`src/rtl/regfile_pkg.sv`:
```
// Shared constants, address type and reset pattern for the multi-port register file.
package regfile_pkg;

  localparam int DEF_DATA_W   = 32;
  localparam int DEF_NUM_REGS = 16;
  localparam int DEF_ADDR_W   = $clog2(DEF_NUM_REGS);
  localparam int RESET_VAL_W  = 32;

  typedef logic [DEF_ADDR_W-1:0] reg_addr_t;

  // Register i comes out of reset holding its own index.
  function automatic logic [RESET_VAL_W-1:0] reset_val(input int unsigned i);
    return RESET_VAL_W'(i);
  endfunction

endpackage

```
`src/rtl/regfile_fwd_mux.sv`:
```
// Per-read-port forwarding mux; forwards same-cycle write-back data when
// REGFILE_BYPASS_EN is defined, otherwise passes the array data straight through.
module regfile_fwd_mux
  import regfile_pkg::*;
#(
  parameter int DATA_W = DEF_DATA_W,
  parameter int ADDR_W = DEF_ADDR_W
) (
  input  logic [ADDR_W-1:0] raddr,
  input  logic [DATA_W-1:0] arr_data,
  input  logic              wb0_en,
  input  logic [ADDR_W-1:0] wb0_dest,
  input  logic [DATA_W-1:0] wb0_data,
  input  logic              wb1_en,
  input  logic [ADDR_W-1:0] wb1_dest,
  input  logic [DATA_W-1:0] wb1_data,
  output logic [DATA_W-1:0] data,
  output logic              hit
);

`ifdef REGFILE_BYPASS_EN
  logic wb0_hit;
  logic wb1_hit;

  assign wb0_hit = wb0_en && (wb0_dest == raddr);
  assign wb1_hit = wb1_en && (wb1_dest == raddr);

  // Load result is younger than the ALU result on a collision, so it wins.
  assign data = wb1_hit ? wb1_data : (wb0_hit ? wb0_data : arr_data);
  assign hit  = wb0_hit | wb1_hit;
`else
  logic unused_ok;

  assign unused_ok = ^{raddr, wb0_en, wb0_dest, wb0_data, wb1_en, wb1_dest, wb1_data};
  assign data      = arr_data;
  assign hit       = 1'b0;
`endif

endmodule

```
`src/rtl/regfile_mp_sb.sv`:
```
// Multi-port register file with two write-back ports and a per-register busy
// scoreboard. Same-cycle forwarding is enabled by defining REGFILE_BYPASS_EN.
module regfile_mp_sb
  import regfile_pkg::*;
#(
  parameter int DATA_W   = DEF_DATA_W,
  parameter int NUM_REGS = DEF_NUM_REGS,
  parameter int ADDR_W   = $clog2(NUM_REGS),
  parameter int NUM_RD   = 2
) (
  input  logic                     clk,
  input  logic                     rst,
  input  logic [NUM_RD*ADDR_W-1:0] rd_addr,
  output logic [NUM_RD*DATA_W-1:0] rd_data,
  output logic [NUM_RD-1:0]        rd_busy,
  input  logic                     issue_en,
  input  logic [ADDR_W-1:0]        issue_dest,
  input  logic                     wb0_en,
  input  logic [ADDR_W-1:0]        wb0_dest,
  input  logic [DATA_W-1:0]        wb0_data,
  input  logic                     wb1_en,
  input  logic [ADDR_W-1:0]        wb1_dest,
  input  logic [DATA_W-1:0]        wb1_data,
  output logic [ADDR_W:0]          inflight_cnt
);

  logic [DATA_W-1:0]   regs_reg [NUM_REGS];
  logic [NUM_REGS-1:0] busy_reg;
  logic [NUM_REGS-1:0] busy_next;
  logic [ADDR_W:0]     cnt_reg;
  logic [ADDR_W:0]     cnt_next;

  // Issue sets, write-back clears; a set in the same cycle wins so the new producer stays pending.
  always_comb begin
    busy_next = '0;
    cnt_next  = '0;
    for (int r = 0; r < NUM_REGS; r++) begin
      busy_next[r] = (issue_en && (issue_dest == ADDR_W'(r))) ||
                     (busy_reg[r] &&
                      !(wb0_en && (wb0_dest == ADDR_W'(r))) &&
                      !(wb1_en && (wb1_dest == ADDR_W'(r))));
      cnt_next = cnt_next + (ADDR_W+1)'(busy_next[r]);
    end
  end

  always_ff @(posedge clk) begin
    if (rst) begin
      for (int i = 0; i < NUM_REGS; i++) begin
        regs_reg[i] <= DATA_W'(reset_val(i));
      end
      busy_reg <= '0;
      cnt_reg  <= '0;
    end else begin
      if (wb0_en) regs_reg[wb0_dest] <= wb0_data;
      // Later assignment takes effect, so wb1 wins a same-destination collision.
      if (wb1_en) regs_reg[wb1_dest] <= wb1_data;
      busy_reg <= busy_next;
      cnt_reg  <= cnt_next;
    end
  end

  assign inflight_cnt = cnt_reg;

  for (genvar gi = 0; gi < NUM_RD; gi++) begin : g_rd
    logic [ADDR_W-1:0] raddr;
    logic [DATA_W-1:0] data;
    logic              hit;

    assign raddr = rd_addr[gi*ADDR_W +: ADDR_W];

    regfile_fwd_mux #(
      .DATA_W (DATA_W),
      .ADDR_W (ADDR_W)
    ) u_fwd (
      .raddr    (raddr),
      .arr_data (regs_reg[raddr]),
      .wb0_en   (wb0_en),
      .wb0_dest (wb0_dest),
      .wb0_data (wb0_data),
      .wb1_en   (wb1_en),
      .wb1_dest (wb1_dest),
      .wb1_data (wb1_data),
      .data     (data),
      .hit      (hit)
    );

    assign rd_data[gi*DATA_W +: DATA_W] = data;
    // A forwarded operand is already available, so it never stalls.
    assign rd_busy[gi] = busy_reg[raddr] & ~hit;
  end

endmodule

```
`config.mk`:
```
export PLATFORM = sky130hd
export DESIGN_NAME = regfile_mp_sb
export DESIGN_NICKNAME = d
export VERILOG_FILES = /design/src/rtl/regfile_pkg.sv /design/src/rtl/regfile_fwd_mux.sv /design/src/rtl/regfile_mp_sb.sv
export SDC_FILE = /design/constraint.sdc
export NUM_CORES = 1
export LEC_CHECK = 0
export BUFFER_PORTS_ARGS = -buffer_cell sky130_fd_sc_hd__buf_4
export CORE_MARGIN = 5
export CORE_UTILIZATION = 59
export DETAILED_ROUTE_END_ITERATION = 10
export PLACE_DENSITY = 0.81
export REMOVE_ABC_BUFFERS = 1
export SLEW_MARGIN = 15
export SYNTH_ARGS = -nofsm -noshare
export SYNTH_HDL_FRONTEND = slang
export SYNTH_SLANG_ARGS = --single-unit
```
`constraint.sdc`:
```
create_clock -name clk -period 8.7 [get_ports clk]
set_input_delay 0.87 -clock clk [delete_from_list [all_inputs] [get_ports clk]]
set_output_delay 0.87 -clock clk [all_outputs]
set_load 0.03 [all_outputs]
```
==> impl_metrics.py <==
metrics = {
    "yosys": {
        "library_cell_with_the_highest_instance_count_after_synthesis": "sky130_fd_sc_hd__edfxtp_1",
        "seq_area_frac_synth_pct": 51.2,
        "ys_warn_count": 0,
        "yosys.cell_types.count": 49,
        "dominantRegCellSynth": "sky130_fd_sc_hd__edfxtp_1",
        "post_synth_most_frequent_cells": "512 x sky130_fd_sc_hd__edfxtp_1, 335 x sky130_fd_sc_hd__a22o_1, 301 x sky130_fd_sc_hd__a22oi_1, 264 x sky130_fd_sc_hd__mux4_2, 182 x sky130_fd_sc_hd__nor2_1",
        "ys_top_cells_by_area": "sky130_fd_sc_hd__edfxtp_1 50%, sky130_fd_sc_hd__mux4_2 19%, sky130_fd_sc_hd__a22o_1 9.5%, sky130_fd_sc_hd__a22oi_1 7.3%, sky130_fd_sc_hd__nor2_1 2.2%",
        "synth.cell_area_sq_um": 30900,
        "syn_area_per_cell_sq_um": 13.9,
        "synth.ff_latch_count": 533,
        "async_flop_share_pct": 0,
        "edff_count_synth": 512,
        "yosys.area.top_type_share_pct": 49.8,
        "synth_cells": 2219,
        "yosysTopAreaCell": "sky130_fd_sc_hd__edfxtp_1",
    },
    "global_route": {
        "grt.overflow.total": 0,
        "globalRouteMet3Util_pct": 13.5,
        "top_usage_layer": "met2",
        "maximum_number_of_pins_on_one_net_before_global_route_repair": 102,
        "antenna_found_initial": 3,
        "number_of_global_route_vias_before_repair": 24378,
        "grt_pass1_wl_um": 154000,
        "globalRouteMet1Util_pct": 47.6,
        "met2_usage_pct": 54.0,
        "global_route.usage.total_pct": 36.3,
    },
    "floorplan": {
        "placement_rows": 83,
        "chipWidth_um": 239,
        "die_area_sq_um": 57000,
        "die-height_um": 239,
        "core_area_sq_um": 51600,
        "boundaryPins": 160,
        "start_util_pct": 59.8,
    },
    "clocking": {
        "ctsResizeCount": 0,
        "max-clock-path-buffers": 3,
        "htreeDepth": 2,
        "cts_setup_buffers": 0,
        "worst_skew_pair.late_latency_ns": 0.62,
        "ctsHoldBuffers": 0,
        "cts-buffers-inserted": 54,
        "clk_pin_slew_ns": 0.06,
        "cts_tree": "built",
        "root_buffer": "sky130_fd_sc_hd__clkbuf_16",
        "clock-sinks": 533,
    },
    "placement": {
        "detailed_place_hpwl_um": 55600,
        "placement.setup.worst_slack_ns": 3.33,
        "placed_cell_area_sq_um": 32400,
        "port_bufs": 159,
        "gpl.final_weighted_congestion": 0.900,
    },
    "drt": {
        "post_drt_wl_per_cell_um": 36.3,
        "drc_errors": 0,
        "totalWireLength_um": 105000,
        "iteration_0_drc_count_of_the_detailed_router": 3985,
        "route.detailed.vias_per_inst": 8.09,
        "final_antenna_net_count": 0,
        "num_vias": 23527,
        "drt_pre_antenna_iters": 6,
    },
    "timing": {
        "timing.final.hold_violations": 0,
        "slew_viol_final": 0,
        "setup_violations": 0,
        "skew_ns": 0.00693,
        "worst_slew_pin_slew_ns": 1.26,
        "setup_ws_ns": 3.89,
        "post-route-min-period_ns": 4.81,
        "grt_setup_unrepaired": "no",
        "worst_slew_margin_relative_to_its_limit_pct": 15.9,
        "maxClockFrequency_ghz": 0.208,
        "finalSetupTns_ns": 0,
        "final.period_utilization_pct": 55.3,
    },
    "setup_path": {
        "setup.worst_path.class": "in -> reg",
        "cp_capture_type": "flop",
        "crit_path_max_incr_delay_ns": 0.56,
        "worstPathCellList": "buf_4, and3b_1, nand3_1, a31oi_1, fa_1, inv_1, fa_1, fa_1, inv_1, fa_1, inv_1, ha_1, inv_1, fa_1, inv_1, a21oi_1, nor3b_1",
        "critical_r2r_capture": "inflight_cnt[4]$_SDFF_PP0_",
        "r2r.worst_path.cells": 14,
        "critical_path_startpoint_category": "input pin",
        "cp.required_ns": 9.24,
        "critPathSlowestCell": "sky130_fd_sc_hd__fa_1",
        "worstPathMaxFanout": 8,
        "timing.critical_path.arrival_ns": 5.35,
        "worstReg2RegStart": "busy_reg[13]$_SDFF_PP0_",
        "regToRegSetupSlack_ns": 4.81,
    },
    "pwr": {
        "power.share.clock_pct": 36.0,
        "switching_share_pct": 26.9,
        "power.switching_w": 0.00173,
        "leakage_nw": 11.5,
        "power.density_cell_area_nw_per_um2": 189,
        "p_int_w": 0.00471,
        "irDropWorstVdd_uv": 150,
        "power.share.sequential_pct": 48.0,
        "finalPower_w": 0.00644,
        "comb_power_share_pct": 16.1,
    },
    "min_path": {
        "hold_path.class": "reg -> reg",
        "hold_path_depth": 3,
        "min-delay-start": "busy_reg[14]$_SDFF_PP0_",
        "timing.hold.worst_endpoint": "busy_reg[14]$_SDFF_PP0_",
    },
    "layout": {
        "drive_above_1_share_pct": 27.2,
        "final_cell_area_sq_um": 34100,
        "largest_register_ffs": 512,
        "layout_net_count": 2287,
        "layout.core_utilization_pct": 66.0,
        "areaGrowthSynthToFinish_pct": 10.4,
    },
    "run": {
        "maxCapViolCount": 0,
    },
    "outcome": {
        "run_status": "finished, final reports clean",
    },
}
-- critical path, delay by kind of cell --
family | cells | cell delay, ns
AND/OR/NAND/NOR | 3 | 0.99
buffers and inverters | 6 | 0.50
adder cells (fa/ha/maj) | 6 | 2.52
AO/OA/AOI/OAI | 2 | 0.47
-- metrics by stage --
| step | hold slack [ns] | std cells |
|---|---|---|
| 6_report | 0.628 | 2909 |
| 5_1_grt | 0.643 | 2908 |
| 4_1_cts | 0.623 | 2905 |
| 3_5_place_dp | 0.602 | 2807 |
| 3_3_place_gp | 0.586 | 2806 |
| 2_1_floorplan | 0.510 | 1908 |
-- layout by cell type (no fill, tap or decap), types with 10 or more instances in the layout --
| cell type | count |
|---|---|
| sky130_fd_sc_hd__a22o_1 | 335 |
| sky130_fd_sc_hd__a22oi_1 | 301 |
| sky130_fd_sc_hd__buf_4 | 211 |
| sky130_fd_sc_hd__clkbuf_1 | 14 |
| sky130_fd_sc_hd__clkbuf_16 | 55 |
| sky130_fd_sc_hd__clkinv_2 | 10 |
| sky130_fd_sc_hd__dfxtp_1 | 21 |
| sky130_fd_sc_hd__edfxtp_1 | 512 |
| sky130_fd_sc_hd__fa_1 | 10 |
| sky130_fd_sc_hd__inv_1 | 20 |
| sky130_fd_sc_hd__mux4_2 | 264 |
| sky130_fd_sc_hd__nand2_1 | 84 |
| sky130_fd_sc_hd__nand2b_1 | 14 |
| sky130_fd_sc_hd__nand3b_1 | 12 |
| sky130_fd_sc_hd__nor2_1 | 171 |
| sky130_fd_sc_hd__nor2_4 | 15 |
| sky130_fd_sc_hd__nor2b_1 | 46 |
| sky130_fd_sc_hd__nor3_4 | 11 |
| sky130_fd_sc_hd__o22ai_1 | 10 |
-- power by group through the flow --
stage | clock (W) | combinational, W | sequential [W]
after floorplan | 0 | 0.000557 | 0.00310
after global placement | 0 | 0.000989 | 0.00311
after detailed placement | 0 | 0.00101 | 0.00313
after CTS | 0.00231 | 0.00101 | 0.00308
after global routing | 0.00242 | 0.00107 | 0.00310
final | 0.00232 | 0.00104 | 0.00309
-- per-layer routing --
metal / part of all wire [%] / wire length [um]
met3: 18 / 18800
met5: 0 / 0
met1: 32 / 33700
met2: 44 / 46900
met4: 5.7 / 6040
-- cell families (layout without fill, tap and decap cells) --
family	Yosys count	in the layout	share of synthesized area, %
adder cells (fa/ha/maj)	15	15	0.852
AO/OA/AOI/OAI	678	678	17.9
other	0	4	0
flip-flops	533	533	51.2
buffers and inverters	331	337	4.50
XOR/XNOR	2	2	0.0568
AND/OR/NAND/NOR	396	396	6.21
multiplexers	264	264	19.3
-- cell type report --
cell class	count	area, sq um
diodes	4	10.0
clock buffers	69	1430
clock inverters	29	275
fillers	3480	17500
inverters	20	75.1
multi-input cells	1355	13900
flip-flops and latches	533	15800
well taps	680	851
repair buffers	219	1700
-- worst max path at each step --
stage                      startpoint                         end  slack, ns  depth (start not counted)
after CTS                 wb1_dest[0]  inflight_cnt[4]$_SDFF_PP0_       3.93                         17
after detailed placement  wb1_dest[0]  inflight_cnt[4]$_SDFF_PP0_       3.33                         17
after global routing      wb1_dest[2]  inflight_cnt[4]$_SDFF_PP0_       3.67                         17
after floorplan           wb0_dest[2]  inflight_cnt[4]$_SDFF_PP0_       4.06                         15
final                     wb1_dest[2]  inflight_cnt[4]$_SDFF_PP0_       3.89                         17
after global placement    wb1_dest[2]  inflight_cnt[4]$_SDFF_PP0_       3.43                         17
Note: power is estimated with default switching activity, not from simulation.
